<file path="config.mk">
export PLATFORM = sky130hd
export DESIGN_NAME = pipeline_stall_controller
export DESIGN_NICKNAME = d
export VERILOG_FILES = /design/src/rtl/pipe_ctrl_pkg.sv /design/src/rtl/sat_counter.sv /design/src/rtl/pipeline_stall_controller.sv
export SDC_FILE = /design/constraint.sdc
export NUM_CORES = 1
export LEC_CHECK = 0
export ABC_AREA = 1
export ABC_CLOCK_PERIOD_IN_PS = 1900
export CORE_MARGIN = 8
export CORE_UTILIZATION = 45
export CTS_CLUSTER_SIZE = 10
export DETAILED_ROUTE_END_ITERATION = 10
export DONT_BUFFER_PORTS = 1
export PLACE_DENSITY_LB_ADDON = 0.05
export SLEW_MARGIN = 20
export SYNTH_ARGS = -nofsm -noshare
export SYNTH_HDL_FRONTEND = slang
export SYNTH_SLANG_ARGS = --single-unit
</file>
<file path="constraint.sdc">
create_clock -name clk -period 1.9 [get_ports clk]
set_input_delay 0.38 -clock clk [delete_from_list [all_inputs] [get_ports clk]]
set_output_delay 0.38 -clock clk [all_outputs]
set_load 0.005 [all_outputs]
</file>
<file path="src/rtl/pipe_ctrl_pkg.sv">
`default_nettype none
// ============================================================================
// Module      : pipe_ctrl_pkg
// Description : Shared types and default constants for the pipeline stall
//               controller and its helpers.
// Revision    : 1.0 - initial release
// ============================================================================
package pipe_ctrl_pkg;

    // Memory-wait sequencer states
    typedef enum logic [1:0] {
        ST_RUN      = 2'd0,
        ST_MEM_WAIT = 2'd1,
        ST_ERROR    = 2'd2
    } state_e;

    // Default consecutive unanswered wait cycles before the SRAM is declared hung
    localparam int c_DEFAULT_TIMEOUT_CYCLES = 64;

    // Default performance counter width
    localparam int c_DEFAULT_CNT_WIDTH = 16;

endpackage : pipe_ctrl_pkg
`default_nettype wire

</file>
<file path="src/rtl/sat_counter.sv">
`default_nettype none
// ============================================================================
// Module      : sat_counter
// Description : Up-counter that sticks at all-ones instead of wrapping, with a
//               synchronous clear that takes precedence over increment.
// Revision    : 1.0 - initial release
// ============================================================================
module sat_counter
    import pipe_ctrl_pkg::*;
#(
    parameter int WIDTH = c_DEFAULT_CNT_WIDTH
) (
    input  logic             clk,
    input  logic             clr_i,
    input  logic             inc_i,
    output logic [WIDTH-1:0] value_o
);

    logic [WIDTH-1:0] value_q;
    logic [WIDTH-1:0] value_d;

    // Next count: clear wins, otherwise step unless already saturated
    always_comb begin
        value_d = value_q;
        if (clr_i) begin
            value_d = '0;
        end else if (inc_i && (value_q != {WIDTH{1'b1}})) begin
            value_d = value_q + WIDTH'(1);
        end
    end

    // Count register
    always_ff @(posedge clk) begin
        value_q <= value_d;
    end

    assign value_o = value_q;

endmodule : sat_counter
`default_nettype wire

</file>
<file path="src/rtl/pipeline_stall_controller.sv">
`default_nettype none
// ============================================================================
// Module      : pipeline_stall_controller
// Description : Merges data-hazard, taken-branch and SRAM-wait conditions into
//               freeze/flush strobes for a 5-stage pipeline, tracks long memory
//               waits with a timeout, and keeps saturating stall/flush counts.
// Revision    : 1.0 - initial release
// ============================================================================
module pipeline_stall_controller
    import pipe_ctrl_pkg::*;
#(
    parameter int TIMEOUT_CYCLES = c_DEFAULT_TIMEOUT_CYCLES,
    parameter int CNT_WIDTH      = c_DEFAULT_CNT_WIDTH
) (
    input  logic                 clk,
    input  logic                 rst,
    input  logic                 hazard_detected_i,
    input  logic                 branch_taken_i,
    input  logic                 mem_req_i,
    input  logic                 sram_ready_i,
    output logic                 freeze_pc_o,
    output logic                 freeze_if_id_o,
    output logic                 flush_if_id_o,
    output logic                 flush_id_exe_o,
    output logic                 freeze_all_o,
    output logic                 busy_o,
    output logic                 error_o,
    output logic [CNT_WIDTH-1:0] stall_count_o,
    output logic [CNT_WIDTH-1:0] flush_count_o
);

    // Wide enough to hold TIMEOUT_CYCLES-1 for any legal TIMEOUT_CYCLES
    localparam int WAIT_W = $clog2(TIMEOUT_CYCLES + 1);
    localparam logic [WAIT_W-1:0] c_WAIT_LAST = WAIT_W'(TIMEOUT_CYCLES - 1);

    state_e            state_q;
    state_e            state_d;
    logic [WAIT_W-1:0] wait_q;
    logic [WAIT_W-1:0] wait_d;

    logic w_flush_inc;
    logic w_stall_inc;

    // Next-state and Mealy control outputs; reset masks every strobe
    always_comb begin
        state_d        = state_q;
        wait_d         = wait_q;
        freeze_pc_o    = 1'b0;
        freeze_if_id_o = 1'b0;
        flush_if_id_o  = 1'b0;
        flush_id_exe_o = 1'b0;
        freeze_all_o   = 1'b0;
        error_o        = 1'b0;
        busy_o         = (state_q != ST_RUN);
        w_flush_inc    = 1'b0;

        case (state_q)
            ST_RUN: begin
                // A zero-wait access (req with ready) falls through to branch/hazard
                if (mem_req_i && !sram_ready_i) begin
                    freeze_all_o = 1'b1;
                    state_d      = ST_MEM_WAIT;
                    wait_d       = WAIT_W'(1);
                end else if (branch_taken_i) begin
                    flush_if_id_o  = 1'b1;
                    flush_id_exe_o = 1'b1;
                    w_flush_inc    = 1'b1;
                end else if (hazard_detected_i) begin
                    freeze_pc_o    = 1'b1;
                    freeze_if_id_o = 1'b1;
                    flush_id_exe_o = 1'b1;
                end
            end

            ST_MEM_WAIT: begin
                // Branch/hazard are ignored here; the frozen EXE op re-presents them
                if (sram_ready_i) begin
                    state_d = ST_RUN;
                end else begin
                    freeze_all_o = 1'b1;
                    if (wait_q == c_WAIT_LAST) begin
                        state_d = ST_ERROR;
                    end else begin
                        wait_d = wait_q + WAIT_W'(1);
                    end
                end
            end

            ST_ERROR: begin
                freeze_all_o = 1'b1;
                error_o      = 1'b1;
            end

            default: begin
                state_d = ST_RUN;
            end
        endcase

        if (rst) begin
            freeze_pc_o    = 1'b0;
            freeze_if_id_o = 1'b0;
            flush_if_id_o  = 1'b0;
            flush_id_exe_o = 1'b0;
            freeze_all_o   = 1'b0;
            error_o        = 1'b0;
            busy_o         = 1'b0;
            w_flush_inc    = 1'b0;
        end
    end

    // State and wait-counter registers
    always_ff @(posedge clk) begin
        if (rst) begin
            state_q <= ST_RUN;
            wait_q  <= '0;
        end else begin
            state_q <= state_d;
            wait_q  <= wait_d;
        end
    end

    assign w_stall_inc = freeze_pc_o | freeze_all_o;

    sat_counter #(
        .WIDTH (CNT_WIDTH)
    ) u_stall_cnt (
        .clk     (clk),
        .clr_i   (rst),
        .inc_i   (w_stall_inc),
        .value_o (stall_count_o)
    );

    sat_counter #(
        .WIDTH (CNT_WIDTH)
    ) u_flush_cnt (
        .clk     (clk),
        .clr_i   (rst),
        .inc_i   (w_flush_inc),
        .value_o (flush_count_o)
    );

endmodule : pipeline_stall_controller
`default_nettype wire

</file>
-- Word-level counts from Yosys, hierarchy flattened
Index checks and enable logic that the tools add are counted.
- add/sub/neg operators: 3
- equality and inequality tests: 9
- muxes and demuxes: 28
- bitwise gates (word level): 2
- reduce and logical (&&, ||, !) cells: 9
- operators with widths (cell ; count):
    adder 16 x 1 -> 16 bit (second input constant) ; 2
    != test 16 bit (second input constant) ; 2
    2-to-1 mux 7 bit ; 3
    2-to-1 mux 1 bit ; 19
    one-hot mux 7 bit (2 select lines) ; 1
    adder 7 x 1 -> 7 bit (second input constant) ; 1
    == test 7 x 6 -> 1 bit (second input constant) ; 1
    2-to-1 mux 2 bit ; 3
    != test 2 bit (second input constant) ; 3
    one-hot mux 2 bit (3 select lines) ; 1
    AND reduction 4 bit ; 1
    nonzero test 2 bit ; 2
    logical AND 1 bit ; 3
    != test 3 bit (second input constant) ; 1
    one-hot mux 1 bit (3 select lines) ; 1
    AND reduction 3 bit ; 1
    == test 2 x 1 -> 1 bit (second input constant) ; 1
    == test 2 bit (second input constant) ; 1
    logical NOT 2 bit ; 1
    logical NOT 1 bit ; 1
    inverter 1 bit ; 1
    bitwise OR 1 bit ; 1
- register bits: 41
- input bits: 6

-- Longest topological paths before layout
Gate-level depths: netlist (run 1).
- word-level depth: 7
- gate-level depth with buffers: 11
- mapped depth without buffers: 10

-- Hierarchy
From an unflattened synthesis (run 1), not the netlist that was laid out.
- cell total of the unflattened synthesis: 391
- area, all modules: 2469.9 sq um
- by module, submodules not included (module ; instances ; cells each ; area each (sq um)):
    sat_counter ; 2 ; 149 ; 929.6
    pipeline_stall_controller ; 1 ; 93 ; 610.6

-- Least setup slack after synthesis (run 1)
Ideal clock, no wire load.
- kind: reg-to-reg
- start point: reg u_flush_cnt.value_q[0] (netlist: u_flush_cnt.value_o[0])
- end point: reg u_flush_cnt.value_q[12] (netlist: u_flush_cnt.value_o[12])
- library setup time: 0.071 ns
- arrival time: 1.466 ns
- setup slack: 0.364 ns
- cell stages (with the launch flop): 11
- path buffers: 1
- clock period less this slack: 1.536 ns
- cells stage by stage: dfxtp_1 -> ha_1 -> inv_1 -> nor2_4 -> nand2_2 -> nor2_4 -> nor2_4 -> inv_4 -> buf_12 -> nand2_2 -> a21oi_2
- cells in the longest elaborated chain, start to end: 2
- elaborated cells between the ends (all ways): 3
- those cells by class: add/sub: 1; eq/ne: 1; reduce/logical: 1
- ends and longest elaborated chain (item ; RTL line ; RTL):
    start, declared ; sat_counter.sv:19 ; logic [WIDTH-1:0] value_q;
    start signal, assigned ; sat_counter.sv:34 ; value_q <= value_d;
    branches (longest 2 deep; another with adder 16 x 1 -> 16 bit) ; - ;
Several ways; the timed one is not identified.
A chain may end at the register's enable or synchronous reset.

-- Worst setup path after layout (run 1)
- start point: reg u_flush_cnt.value_q[1] (netlist: u_flush_cnt.value_o[1])
- end point: reg u_flush_cnt.value_q[14] (netlist: u_flush_cnt.value_o[14])
Same word-level chain as after synthesis.

==> metrics, run 1 <==
die height=92.3 µm; layout cells sized above 1=0.177; ys async rst share=0; worst reg2reg path depth=9; Starting Density=0.469; Synth area leader=dfxtp_1; Top Family by Delay on Critical Path=simple AND/OR/NAND/NOR gates; clock tree buffer depth=2; largest net degree at the start of global routing=36; Yosys Warn Count=0; Final ANT Viol Nets=0; worst path required time=2130 ps; ranking of synthesized cells by area=dfxtp_1 (31%), nand2_1 (19%), nor2_1 (7.3%); total power=0.00188 W; core outline area=5570 µm²; gr ovfl total=0; pwr/cell area=652 nW/µm²; GR Util All Layers=0.154; Worst path depth=9; fin crit share=0.884; crit-path cells=ha_1, inv_1, nor2_4, nand2_2, nor2_4, nor2_4, inv_4, nand2_1, a21oi_1; outcome=finished clean; RSZ-0062 raised after global routing=no; CTS Sinks=41; post-synth top area share=0.314; Slew @ Worst Pin=299 ps; Finish-stage setup viols=0; nets=427; CTS H-Tree Depth=2; final hold vios=0; Post-Syn Area=2620 µm²; minimum clock period=1680 ps; # port buffers=0; initial antenna violation count=0; # IOs=45; clock latency on the worst-skew pair=290 ps; post-DR wirelength/cell=12.9 µm; CTS root buf=clkbuf_8; sequential fraction of the synthesis area=0.314; DRT Pass-1 Iters=4; Rel. slew slack=0.799; top_reg_cell synth=dfxtp_1; CTS tree=built; Peak VDD IR=0.000440 V; crit path buf inv count=2; final design utilization=0.519; post-CTS setup buffers=0; hpwl dp=4.82 mm; CP startpoint kind=flip-flop; syn_nets=413; GPL Wtd Cong=0.782; area grow syn2layout=10.5%; Worst-path clk slew=80 ps; CTS buffer count=5; Slowest-stage cell, CP=dfxtp_1; clk_skew=5.40 ps; max-cap viol count=0; die area=8510 µm²; maximum fanout along the worst path=16; worst min path class=input port to flip-flop; final max-slew violation count=0; hold path depth=1; synthesis-stage register bit count=41; first-pass GRT wire length=11.0 mm; Starting DRT DRC Count=80; WHS=143 ps; Worst EP arrival=1910 ps; final routed DRC violation total=0; Fill cells=592; WL final=6.34 mm; vias=2463; endpoint class of the critical path=flip-flop; Std-Cell Rows=27; number of global-route vias before repair=2294; total negative slack=0 ps; Post-CTS Resized=0; CTS Hold Bufs=0; CP max stage delay=430 ps; Syn Inst Count=404; synthesized area per cell=6.48 µm²; Die W=92.3 µm; crit path kind=flip-flop to flip-flop; Max Clock Freq=596 MHz; EDFF count, synth=0; Via-to-Cell Ratio=5.02; LEAKAGE=1.11 nW; ANT cells=0; CP dominant cell by count=nor2_4; post-synth cell types=32
## routing by layer
layer / GRT usage / vias up / wire, µm
met5: 0 / - / 0
met4: 0.0456 / 0 / 72
met3: 0.0342 / 7 / 314
met2: 0.254 / 54 / 2880
met1: 0.194 / 1095 / 3070
li1: - / 1307 / -
## layout make-up
type	count	area [µm²]	share of cell area
Clock inverter	3	65.1	0.0225
Clock buffer	5	68.8	0.0238
Multi-Input combinational cell	311	1560	0.538
Inverter	42	163	0.0563
Tap cell	72	90.1	0.0312
Sequential cell	41	821	0.284
Timing Repair Buffer	17	128	0.0442
## flip-flops by register name, indices dropped and copies added (netlist names)
register	cells
state_q	2
u_flush_cnt.value_o	16
u_stall_cnt.value_o	16
wait_q	7
## final timing paths
path                                                end  slack, ps                    from
worst max-delay path            u_flush_cnt.value_o[14]        220  u_flush_cnt.value_o[1]
worst min-delay path                         state_q[0]        140                     rst
worst max register to register  u_flush_cnt.value_o[14]        220  u_flush_cnt.value_o[1]
worst min register to register                wait_q[3]        500               wait_q[3]
## worst reg2reg max path: cells and delay by family, from the launching register on
family,cells,cell delay [ps]
AND/OR/NAND/NOR,5,540
flip-flops,1,430
adder cells (fa/ha/maj),1,240
AO/OA/AOI/OAI,1,140
buffers and inverters,2,260
## where the power goes
part	leakage, nW	internal (W)	switching, W	total, W
combinational	0.710	0.0000465	0.000101	0.000148
sequential	0.332	0.000877	0.0000167	0.000893
clock	0.0681	0.000522	0.000321	0.000843
## metrics by stage
step	cell area [µm²]	setup WS (ps)	cells
after floorplan	2620	364	404
after CTS	2890	195	491
after global placement	2760	207	483
after global routing	2890	31.4	491
after detailed placement	2760	208	483
final	2890	221	491
## cell usage after synthesis, types with 2 or more instances
| library cell | instances |
|---|---|
| a21oi_1 | 16 |
| a21oi_2 | 15 |
| buf_4 | 2 |
| buf_6 | 2 |
| clkbuf_1 | 3 |
| clkinv_2 | 2 |
| dfxtp_1 | 41 |
| ha_1 | 3 |
| inv_1 | 38 |
| nand2_1 | 129 |
| nand2_2 | 19 |
| nand2_4 | 2 |
| nand3_1 | 32 |
| nand4_1 | 8 |
| nor2_1 | 51 |
| nor2_2 | 2 |
| nor2_4 | 5 |
| nor3b_1 | 2 |
| o21ai_0 | 10 |
| xnor2_1 | 6 |
| xor2_1 | 5 |
## logic make-up after synthesis
kind of cell / count (synthesis) / share of synthesized area
AOI/OAI and AO/OA: 43 / 0.105
and+or+nand+nor: 254 / 0.439
DFF: 41 / 0.314
xor gates and xnor gates: 11 / 0.0368
buffers and inverters: 52 / 0.0918
adders and majority gates: 3 / 0.0143
## cells in the final DEF, fill, tap and decap left out
| cell | n |
|---|---|
| ha_1 | 3 |
| inv_1 | 38 |
| xnor2_1 | 6 |
| nor2_1 | 51 |
| nor3_1 | 1 |
| nand3_4 | 1 |
| a21oi_2 | 15 |
| nor3b_1 | 2 |
| clkbuf_8 | 5 |
| nor2_4 | 5 |
| nand3_1 | 32 |
| a21oi_1 | 16 |
| dfxtp_1 | 41 |
| o21ai_1 | 1 |
| nor2_2 | 2 |
| nand2_4 | 2 |
| nand3b_1 | 1 |
| xor2_1 | 5 |
| bufinv_16 | 2 |
| inv_4 | 1 |
| o21ai_0 | 10 |
| buf_4 | 17 |
| inv_2 | 1 |
| nand2_2 | 19 |
| clkinv_2 | 3 |
| nand2_1 | 129 |
| or2_2 | 1 |
| nand4_1 | 8 |
| o31ai_1 | 1 |
Power figures use the tool's default switching activity.
==> run 2: changes to the inputs <==
- REMOVE_ABC_BUFFERS: unset -> 1
==> run 2 against run 1 <==
Utilization fell by 0.72 points. Combinational power rose by 3%. Count of clock-buffer cells in the layout rose by 2. Cell count fell by 0.61%. Sequential share of layout area rose by 0.40 points. Non-clock buffer count fell by 3. Global-route usage rose by 0.55 points. Via count fell by 1.1%. Fmax rose by 0.62%. Routed wire length rose by 1.7%. Largest power group unchanged. Power fell by 5.2%. Setup slack improved by 10 ps. Critical endpoint is now wait_q[2].
==> metrics, run 2 (same netlist as run 1, synthesis figures left out) <==
cell-internal power=0.00135 W (-6.3%); clk_skew=6.19 ps (+0.796 ps); Peak VDD IR=0.000449 V (+2.0%); most frequent cells in the layout=nand2_1 (129), nor2_1 (51), dfxtp_1 (41); Sw Share=0.242 (+0.00927); CTS Sinks=41 (unchanged); DRT Pass-1 Iters=4 (unchanged); max-cap viol count=0 (unchanged); commonest non-fill, non-tap cell in the layout=nand2_1; worst path required time=2100 ps (-30 ps); Worst-path clk slew=80 ps (about the same); RSZ-0062 raised after global routing=no; crit path kind=flip-flop to flip-flop; CP startpoint kind=flip-flop; endpoint class of the critical path=flip-flop; Starting DRT DRC Count=86 (+7.5%); fin crit share=0.878 (-0.00546); core outline area=5570 µm² (unchanged); Rel. slew slack=0.741 (-0.0577); Post-CTS Resized=0 (unchanged); ANT cells=0 (unchanged); crit path buf inv count=0 (-2); maximum fanout along the worst path=9 (-7); minimum clock period=1670 ps (-10.4 ps); CTS buffer count=5 (unchanged); pwr/cell area=627 nW/µm² (-3.8%); FF/Latch Area=821 µm² (unchanged); Finish-stage setup viols=0 (unchanged); wl on met1=2.99 mm (-2.6%); number of global-route vias before repair=2255 (-1.7%); Die W=92.3 µm (unchanged); largest net degree at the start of global routing=36 (unchanged); CTS tree=built; die area=8510 µm² (unchanged); final max-slew violation count=0 (unchanged); GPL Wtd Cong=0.825 (+5.6%); worst min path class=input port to flip-flop; Via-to-Cell Ratio=4.99 (-0.49%); # port buffers=0 (unchanged); Final ANT Viol Nets=0 (unchanged); Top Family by Delay on Critical Path=simple AND/OR/NAND/NOR gates; gr ovfl total=0 (unchanged); Fill cells=597 (+0.84%); GR Util All Layers=0.159 (+0.00547); clock power share=0.415 (-0.033); die height=92.3 µm (unchanged); Worst EP arrival=1860 ps (-50 ps); hpwl dp=4.90 mm (+1.7%); placed insts=480 (-0.62%); outcome=finished clean; LEAKAGE=1.08 nW (-2.4%); Gate power share=0.085 (+0.007); Slew @ Worst Pin=385 ps (+85.8 ps); crit-path cells=ha_1, nand3_1, nor2_1, nand3_1, nand2_2, nand2_2, a21oi_1, nor2_1; post-DR wirelength/cell=13.2 µm (+2.3%); WHS=146 ps (+3.07 ps); first-pass GRT wire length=11.2 mm (+1.7%); CP max stage delay=380 ps (-50 ps); total negative slack=0 ps (unchanged); clock tree buffer depth=2 (unchanged); area of the multi-input gates=1560 µm² (unchanged); final routed DRC violation total=0 (unchanged); Max Clock Freq=599 MHz (+0.62%); WL final=6.45 mm (+1.7%); post-CTS setup buffers=0 (unchanged); Sequential Power Share=0.499 (+0.025); layout cells sized above 1=0.168 (-0.00834); Std-Cell Rows=27 (unchanged); final hold vios=0 (unchanged); WL met2=3.00 mm (+4.1%); CTS H-Tree Depth=2 (unchanged); CTS root buf=clkbuf_8; CTS Hold Bufs=0 (unchanged); top sig layer=met4; # IOs=45 (unchanged); nets=424 (-0.70%); initial antenna violation count=0 (unchanged); vias=2436 (-1.1%); metal3 WL=406 µm (+29%); clock latency on the worst-skew pair=290 ps (about the same); area grow syn2layout=8.94%; Post-Layout Cell Count=488 (-0.61%); Starting Density=0.469 (unchanged); final design utilization=0.511 (-0.00718); switching pwr=0.000433 W (-1.4%); Slowest-stage cell, CP=dfxtp_1
## run 2: cell types whose count changed in the layout (fill, tap and decap cells not counted)
cell | previous run | this run
clkinv_2 | 3 | 2
clkbuf_1 | 0 | 1
clkbuf_8 | 5 | 6
buf_4 | 17 | 14
bufinv_16 | 2 | 1
## run 2: routing by layer
metal,up-vias,track usage
met5,-,0
met4,0,0.0362
met3,5,0.0465
met2,47,0.264
met1,1086,0.198
li1,1298,-
## run 2: metrics by stage
step / instance area (µm²) / setup WS [ps] / power, W
floorplan: 2540 / 331 / 0.00102
global placement: 2730 / 247 / 0.00107
detailed placement: 2730 / 225 / 0.00107
CTS: 2850 / 222 / 0.00182
global route: 2850 / 19.3 / 0.00187
finish: 2850 / 231 / 0.00179
## run 2: final timing paths
path             start                     end  slack, ps  cells past startpoint
max          wait_q[0]               wait_q[2]        230                      8
min                rst  u_flush_cnt.value_o[2]        150                      1
max reg2reg  wait_q[0]               wait_q[2]        230                      8
min reg2reg  wait_q[3]               wait_q[3]        510                      2
## run 2: area by class of cell
class                           count  area share
Multi-Input combinational cell    311       0.546
Sequential cell                    41       0.288
Inverter                           42      0.0571
Timing Repair Buffer               14      0.0369
Tap cell                           72      0.0316
Clock buffer                        7      0.0303
Clock inverter                      1      0.0105
## run 2: power groups by stage
stage                     clock network [W]  logic, W  registers [W]
after global placement                    0  0.000156       0.000912
final                              0.000742  0.000153       0.000892
after CTS                          0.000768  0.000157       0.000892
after detailed placement                  0  0.000156       0.000912
after global routing               0.000803  0.000175       0.000895
after floorplan                           0  0.000101       0.000915
